## src/rtl/theremin_audio_pkg.sv

```systemverilog
// Shared audio types and FSM states for the theremin audio frame feeder.
package theremin_audio_pkg;

  localparam int AUDIO_SAMPLE_W = 24;

  typedef logic [AUDIO_SAMPLE_W-1:0] audio_sample_t;

  typedef struct packed {
    audio_sample_t left0;
    audio_sample_t right0;
    audio_sample_t left1;
    audio_sample_t right1;
  } audio_frame_t;

  typedef enum logic [1:0] {
    IDLE   = 2'd0,
    LOAD   = 2'd1,
    ACKS   = 2'd2,
    WAITLO = 2'd3
  } feeder_state_t;

endpackage

```

## src/rtl/theremin_audio_frame_fifo.sv

```systemverilog
// DEPTH-entry stereo frame FIFO; a push while full is taken only when a pop shares the cycle.
module theremin_audio_frame_fifo
  import theremin_audio_pkg::*;
#(
  parameter int DEPTH = 8
) (
  input  logic                   CLK,
  input  logic                   RESET,
  input  logic                   push_i,
  input  audio_frame_t           push_dat_i,
  input  logic                   pop_i,
  output audio_frame_t           pop_dat_o,
  output logic [$clog2(DEPTH):0] level_o,
  output logic                   full_o,
  output logic                   empty_o
);

  localparam int AW = $clog2(DEPTH);
  localparam logic [AW:0] FULL_LVL = (AW+1)'(DEPTH);

  audio_frame_t  mem_q [DEPTH];
  logic [AW-1:0] wr_ptr_q, wr_ptr_d;
  logic [AW-1:0] rd_ptr_q, rd_ptr_d;
  logic [AW:0]   level_q, level_d;
  logic          do_push, do_pop;

  assign full_o    = (level_q == FULL_LVL);
  assign empty_o   = (level_q == '0);
  assign level_o   = level_q;
  assign pop_dat_o = mem_q[rd_ptr_q];

  assign do_pop  = pop_i && !empty_o;
  assign do_push = push_i && (!full_o || do_pop);

  // Pointers are AW bits wide, so increments wrap modulo DEPTH on their own.
  always_comb begin
    wr_ptr_d = wr_ptr_q;
    rd_ptr_d = rd_ptr_q;
    level_d  = level_q;
    if (do_push) wr_ptr_d = wr_ptr_q + AW'(1);
    if (do_pop)  rd_ptr_d = rd_ptr_q + AW'(1);
    case ({do_push, do_pop})
      2'b10:   level_d = level_q + (AW+1)'(1);
      2'b01:   level_d = level_q - (AW+1)'(1);
      default: level_d = level_q;
    endcase
  end

  always_ff @(posedge CLK or posedge RESET) begin
    if (RESET) begin
      wr_ptr_q <= '0;
      rd_ptr_q <= '0;
      level_q  <= '0;
    end else begin
      wr_ptr_q <= wr_ptr_d;
      rd_ptr_q <= rd_ptr_d;
      level_q  <= level_d;
    end
  end

  always_ff @(posedge CLK) begin
    if (do_push) mem_q[wr_ptr_q] <= push_dat_i;
  end

endmodule

```

## src/rtl/theremin_audio_frame_feeder.sv

```systemverilog
// Feeds buffered stereo frames to the audio I/O stage on each IRQ rise and captures Line In.
// Define THEREMIN_AUDIO_HOLD_ON_UNDERRUN_EN to hold the previous frame on underrun instead of zeroing.
module theremin_audio_frame_feeder
  import theremin_audio_pkg::*;
#(
  parameter int DEPTH = 8
) (
  input  logic                      CLK,
  input  logic                      RESET,
  input  logic                      S_VALID,
  output logic                      S_READY,
  input  logic [AUDIO_SAMPLE_W-1:0] S_LEFT0,
  input  logic [AUDIO_SAMPLE_W-1:0] S_RIGHT0,
  input  logic [AUDIO_SAMPLE_W-1:0] S_LEFT1,
  input  logic [AUDIO_SAMPLE_W-1:0] S_RIGHT1,
  input  logic                      IRQ,
  output logic                      ACK,
  output logic [AUDIO_SAMPLE_W-1:0] OUT_LEFT_CHANNEL0,
  output logic [AUDIO_SAMPLE_W-1:0] OUT_RIGHT_CHANNEL0,
  output logic [AUDIO_SAMPLE_W-1:0] OUT_LEFT_CHANNEL1,
  output logic [AUDIO_SAMPLE_W-1:0] OUT_RIGHT_CHANNEL1,
  input  logic [AUDIO_SAMPLE_W-1:0] IN_LEFT_CHANNEL,
  input  logic [AUDIO_SAMPLE_W-1:0] IN_RIGHT_CHANNEL,
  output logic                      CAP_VALID,
  output logic [AUDIO_SAMPLE_W-1:0] CAP_LEFT,
  output logic [AUDIO_SAMPLE_W-1:0] CAP_RIGHT,
  output logic [$clog2(DEPTH):0]    LEVEL,
  output logic [15:0]               UNDERRUN_COUNT
);

  localparam bit DEPTH_OK = (DEPTH >= 2) && (DEPTH <= 64) && ((DEPTH & (DEPTH - 1)) == 0);

  generate
    if (!DEPTH_OK) begin : g_bad_depth
      $error("theremin_audio_frame_feeder: DEPTH must be a power of two from 2 to 64");
    end
  endgenerate

  feeder_state_t state_q, state_d;
  logic          irq_q, irq_prev_q;
  audio_frame_t  out_q, out_d;
  audio_sample_t cap_left_q, cap_right_q;
  logic          cap_vld_q;
  logic [15:0]   underrun_q;

  audio_frame_t  push_frame, head_frame;
  logic          fifo_full, fifo_empty, fifo_pop, in_load;

  assign push_frame = '{left0: S_LEFT0, right0: S_RIGHT0, left1: S_LEFT1, right1: S_RIGHT1};
  assign in_load    = (state_q == LOAD);
  // Level is registered, so a frame pushed during an empty LOAD is never popped in that LOAD.
  assign fifo_pop   = in_load && !fifo_empty;

  theremin_audio_frame_fifo #(.DEPTH(DEPTH)) u_fifo (
    .CLK        (CLK),
    .RESET      (RESET),
    .push_i     (S_VALID),
    .push_dat_i (push_frame),
    .pop_i      (fifo_pop),
    .pop_dat_o  (head_frame),
    .level_o    (LEVEL),
    .full_o     (fifo_full),
    .empty_o    (fifo_empty)
  );

  assign S_READY = !fifo_full;
  assign ACK     = (state_q == ACKS);

  // IRQ is sampled once before edge detection, giving three edges from IRQ rise to ACK.
  always_comb begin
    state_d = state_q;
    case (state_q)
      IDLE:    if (irq_q && !irq_prev_q) state_d = LOAD;
      LOAD:    state_d = ACKS;
      ACKS:    state_d = WAITLO;
      WAITLO:  if (!IRQ) state_d = IDLE;
      default: state_d = IDLE;
    endcase
  end

  always_comb begin
    out_d = out_q;
    if (in_load) begin
      if (!fifo_empty) begin
        out_d = head_frame;
      end else begin
`ifdef THEREMIN_AUDIO_HOLD_ON_UNDERRUN_EN
        out_d = out_q;
`else
        out_d = '0;
`endif
      end
    end
  end

  always_ff @(posedge CLK or posedge RESET) begin
    if (RESET) begin
      state_q     <= IDLE;
      irq_q       <= 1'b0;
      irq_prev_q  <= 1'b0;
      out_q       <= '0;
      cap_left_q  <= '0;
      cap_right_q <= '0;
      cap_vld_q   <= 1'b0;
      underrun_q  <= '0;
    end else begin
      state_q    <= state_d;
      irq_q      <= IRQ;
      irq_prev_q <= irq_q;
      out_q      <= out_d;
      cap_vld_q  <= in_load;
      if (in_load) begin
        cap_left_q  <= IN_LEFT_CHANNEL;
        cap_right_q <= IN_RIGHT_CHANNEL;
      end
      if (in_load && fifo_empty && (underrun_q != 16'hFFFF)) underrun_q <= underrun_q + 16'd1;
    end
  end

  assign OUT_LEFT_CHANNEL0  = out_q.left0;
  assign OUT_RIGHT_CHANNEL0 = out_q.right0;
  assign OUT_LEFT_CHANNEL1  = out_q.left1;
  assign OUT_RIGHT_CHANNEL1 = out_q.right1;
  assign CAP_VALID          = cap_vld_q;
  assign CAP_LEFT           = cap_left_q;
  assign CAP_RIGHT          = cap_right_q;
  assign UNDERRUN_COUNT     = underrun_q;

endmodule
```

## config.mk

```make
export PLATFORM = sky130hd
export DESIGN_NAME = theremin_audio_frame_feeder
export DESIGN_NICKNAME = d
export VERILOG_FILES = /design/src/rtl/theremin_audio_pkg.sv /design/src/rtl/theremin_audio_frame_fifo.sv /design/src/rtl/theremin_audio_frame_feeder.sv
export SDC_FILE = /design/constraint.sdc
export NUM_CORES = 1
export LEC_CHECK = 0
export ABC_AREA = 1
export BUFFER_PORTS_ARGS = -buffer_cell sky130_fd_sc_hd__buf_2
export CAP_MARGIN = 20
export CORE_MARGIN = 2
export CORE_UTILIZATION = 60
export DETAILED_ROUTE_END_ITERATION = 6
export PLACE_DENSITY = 0.81
export SETUP_SLACK_MARGIN = 0.4
export SLEW_MARGIN = 25
export SYNTH_ARGS = -nofsm -noshare
export SYNTH_HDL_FRONTEND = slang
export SYNTH_SLANG_ARGS = --single-unit
```

## constraint.sdc

```tcl
create_clock -name CLK -period 9.1 [get_ports CLK]
set_clock_uncertainty 0.15 [all_clocks]
set_input_delay 0 -clock CLK [delete_from_list [all_inputs] [get_ports CLK]]
set_output_delay 0 -clock CLK [all_outputs]
set_load 0.01 [all_outputs]
```

==> impl_metrics.tcl <==
set metrics [dict create \
    rows 91 \
    drc 0 \
    clkLatencyLatePin_ns 0.64 \
    cp_max_fo 78 \
    cts_resized 0 \
    period_needed_ns 5.38 \
    clock-sinks 943 \
    root_buffer "clkbuf_16" \
    yosys-top-cells-count "edfxtp_1, nor2_1, nand2_1, nand3_1, o21ai_0" \
    max_freq_mhz 186 \
    yosys-top-cells-area "edfxtp_1, dfrtp_1, nor2_1, nand2_1, nand3_1" \
    cts_buffers 91 \
    post-dp-hpwl_um 46500 \
    ys.flop_type "edfxtp_1" \
    drt-total-wl_um 91700 \
    clk_pin_slew_ns 0.07 \
    synth_simple_gate_area_share_pct 15.7 \
    synth_top_cell_by_area "edfxtp_1" \
    seq_area_frac_synth_pct 74.1 \
    synth_top_family_by_area "simple AND/OR/NAND/NOR gates" \
    post_cts_buffers 0 \
    drtIter0Drc 2892 \
    place_area_sq_mm 0.0391 \
    postSynthCellCount 3117 \
    maxSlewViolCount 0 \
    synth_edf_count 768 \
    critPathTopFamily "buffers and inverters" \
    io_buffers 314 \
    stdcell_area_sq_mm 0.0443 \
    end_kind "register" \
    ys_async_sr_fraction_pct 18.6 \
    yosys.area_share.adder_pct 0.371 \
    core_region_area_sq_mm 0.0614 \
    synth_xor_area_share_pct 0.307 \
    antenna_left 0 \
    synthMuxAreaShare_pct 0 \
    vdd_drop_max_uv 300 \
    antenna_found_initial 7 \
    grt_pass1_vias 25300 \
    synthToLayoutAreaGrowth_pct 19.5 \
    synth-compound-area-share_pct 6.02 \
    worst_hold_slack_ns 0.0309 \
    cp_num_cells 10 \
    grtUsageTotal_pct 28.6 \
    slew_headroom_pct 28.0 \
    critPathLaunchType "register" \
    avgRoutedWirePerCell_um 20.6 \
    reg2regPathDepth 10 \
    nets 3734 \
    synth.avg_cell_area_sq_um 11.9 \
    finalHoldViolCount 0 \
    cts_tree "done" \
    dpl.cell_count 4069 \
    status "completed" \
    die_area_sq_mm 0.0638 \
    synth_warnings 0 \
    tns_ns 0 \
    yosysUniqueCellTypes 24 \
    drtPass1Iterations 6 \
    cap_violations 0 \
    p_leak_nw 17.3 \
    die_h_um 253 \
    yosys.cell_count.top_type "edfxtp_1" \
    pin_count 315 \
    syn_nets 3276 \
    htree_levels 3 \
    synth_top_area_share_pct 62.2 \
    worst-endpoint-arrival_ns 5.50 \
    yosys_register_bits 943 \
    cts_max_path_buffers 3 \
    slowest_delay_ns 0.89 \
    power_w 0.0141 \
    worstSetupPathType "register to register" \
    instances_no_fill 4447 \
    grt_max_degree 258 \
    p_per_area_mw_per_mm2 319 \
    hp-class "input port to register" \
    cp.required_ns 9.22 \
    path_cells "inv_1 > ha_2 > inv_4 > nand4_1 > nand2_1 > inv_1 > nand2_1 > nor2_4 > buf_4 > buf_4" \
    grt_setup_unrepaired "false" \
    period_share_pct 59.1 \
    gp_congestion 0.847 \
    cp_slowest_cell "ha_2" \
    layout-drive-gt1-share_pct 13.8 \
    mappedNetlistArea_sq_mm 0.0371 \
    grt.overflow.total 0 \
    grt_pass1_wl_um 141000 \
    vias_per_cell 5.76 \
    vias 25600 \
    die_w_um 253 \
    start_util_pct 60.4 \
    tightest_slew_ns 1.08 \
    whs_path_depth 2 \
    crit_buf_inv 5 \
    setup_viol_count_final 0 \
]
## flip-flops by register name, indices dropped and copies added, names as in the netlist, 4 cells and up
register            flops
OUT_RIGHT_CHANNEL0     24
u_fifo.mem_q          768
CAP_LEFT               24
UNDERRUN_COUNT         16
OUT_LEFT_CHANNEL1      24
OUT_LEFT_CHANNEL0      24
OUT_RIGHT_CHANNEL1     24
u_fifo.level_o          4
CAP_RIGHT              24
## area by class of cell
class	count	area [sq um]
diodes	4	10.0
repair buffers	545	3890
clock buffers	132	2620
clock inverters	39	427
multi-input cells	1867	8370
inverters	127	507
well taps	790	988
fillers	3714	17100
flip-flops and latches	943	27500
## report_power, final
group	switching, W	internal [W]	leakage, nW
sequential	0.000407	0.00553	9.16
clock	0.00158	0.00223	1.49
combinational	0.00305	0.00133	6.61
## layout by cell type (no fill, tap or decap), types with 4 or more instances in the layout
cell type | synthesis | layout
buf_2 | 75 | 314
buf_4 | 4 | 24
bufinv_16 | 0 | 8
clkbuf_1 | 65 | 26
clkbuf_16 | 0 | 94
clkbuf_8 | 0 | 12
clkinv_1 | 0 | 8
clkinv_2 | 0 | 15
dfrtp_1 | 175 | 172
diode_2 | 0 | 4
dlygate4sd3_1 | 0 | 200
edfxtp_1 | 768 | 768
ha_1 | 11 | 10
inv_1 | 122 | 120
inv_4 | 0 | 4
nand2_1 | 525 | 525
nand3_1 | 301 | 301
nand4_1 | 7 | 7
nor2_1 | 610 | 602
nor2_4 | 0 | 8
o211ai_1 | 96 | 96
o21ai_0 | 287 | 287
o21ai_1 | 9 | 9
xnor2_1 | 8 | 8
xor2_1 | 5 | 5
## kinds of logic (layout without fill, tap and decap cells)
group	after synthesis	after routing
simple gates	1446	1446
flops	943	943
compound gates	397	397
buf+inv	307	843
xor+xnor	13	13
fa+ha+maj	11	11
other cells	0	4
## stage by stage
step	util (%)	setup WS, ns
2_1_floorplan	-	2.94
3_3_place_gp	63.7	3.84
4_1_cts	72.0	3.78
6_report	72.1	3.72
5_1_grt	72.1	3.38
3_5_place_dp	63.7	3.80
## path summary, 6_finish.rpt
| kind | startpoint | to | slack [ns] |
|---|---|---|---|
| max reg2reg | state_q[1] | u_fifo.mem_q[5][35] | 3.72 |
| min | S_RIGHT1[11] | u_fifo.mem_q[5][11] | 0.03 |
| max | state_q[1] | u_fifo.mem_q[5][35] | 3.72 |
| max in group asynchronous | RESET | OUT_RIGHT_CHANNEL1[7] | 7.02 |
| min reg2reg | irq_q | irq_prev_q | 0.22 |
| min in group asynchronous | RESET | CAP_LEFT[16] | 0.50 |
## worst register-to-register path: cells and delay by family, from the launching register on
family / cells / cell delay, ns
buffers and inverters: 5 / 2.18
and+or+nand+nor: 4 / 1.38
adders and majority gates: 1 / 0.89
DFF: 1 / 0.39
## metal layers
layer | vias to the layer above | part of all wire, % | routed length (um) | global-route usage, %
met3 | 171 | 8.2 | 7540 | 5.09
met2 | 1303 | 50 | 46100 | 48.1
met4 | 6 | 2.5 | 2260 | 10.5
met5 | - | 0.041 | 38 | 0
li1 | 11700 | - | - | -
met1 | 12400 | 39 | 35800 | 37.5
## what timing repair did
action	in CTS	in global routing
hold buffers	200	0
endpoints found under the setup margin	0	0
endpoints found under the hold margin	918	0
(Power assumes the default switching activity.)
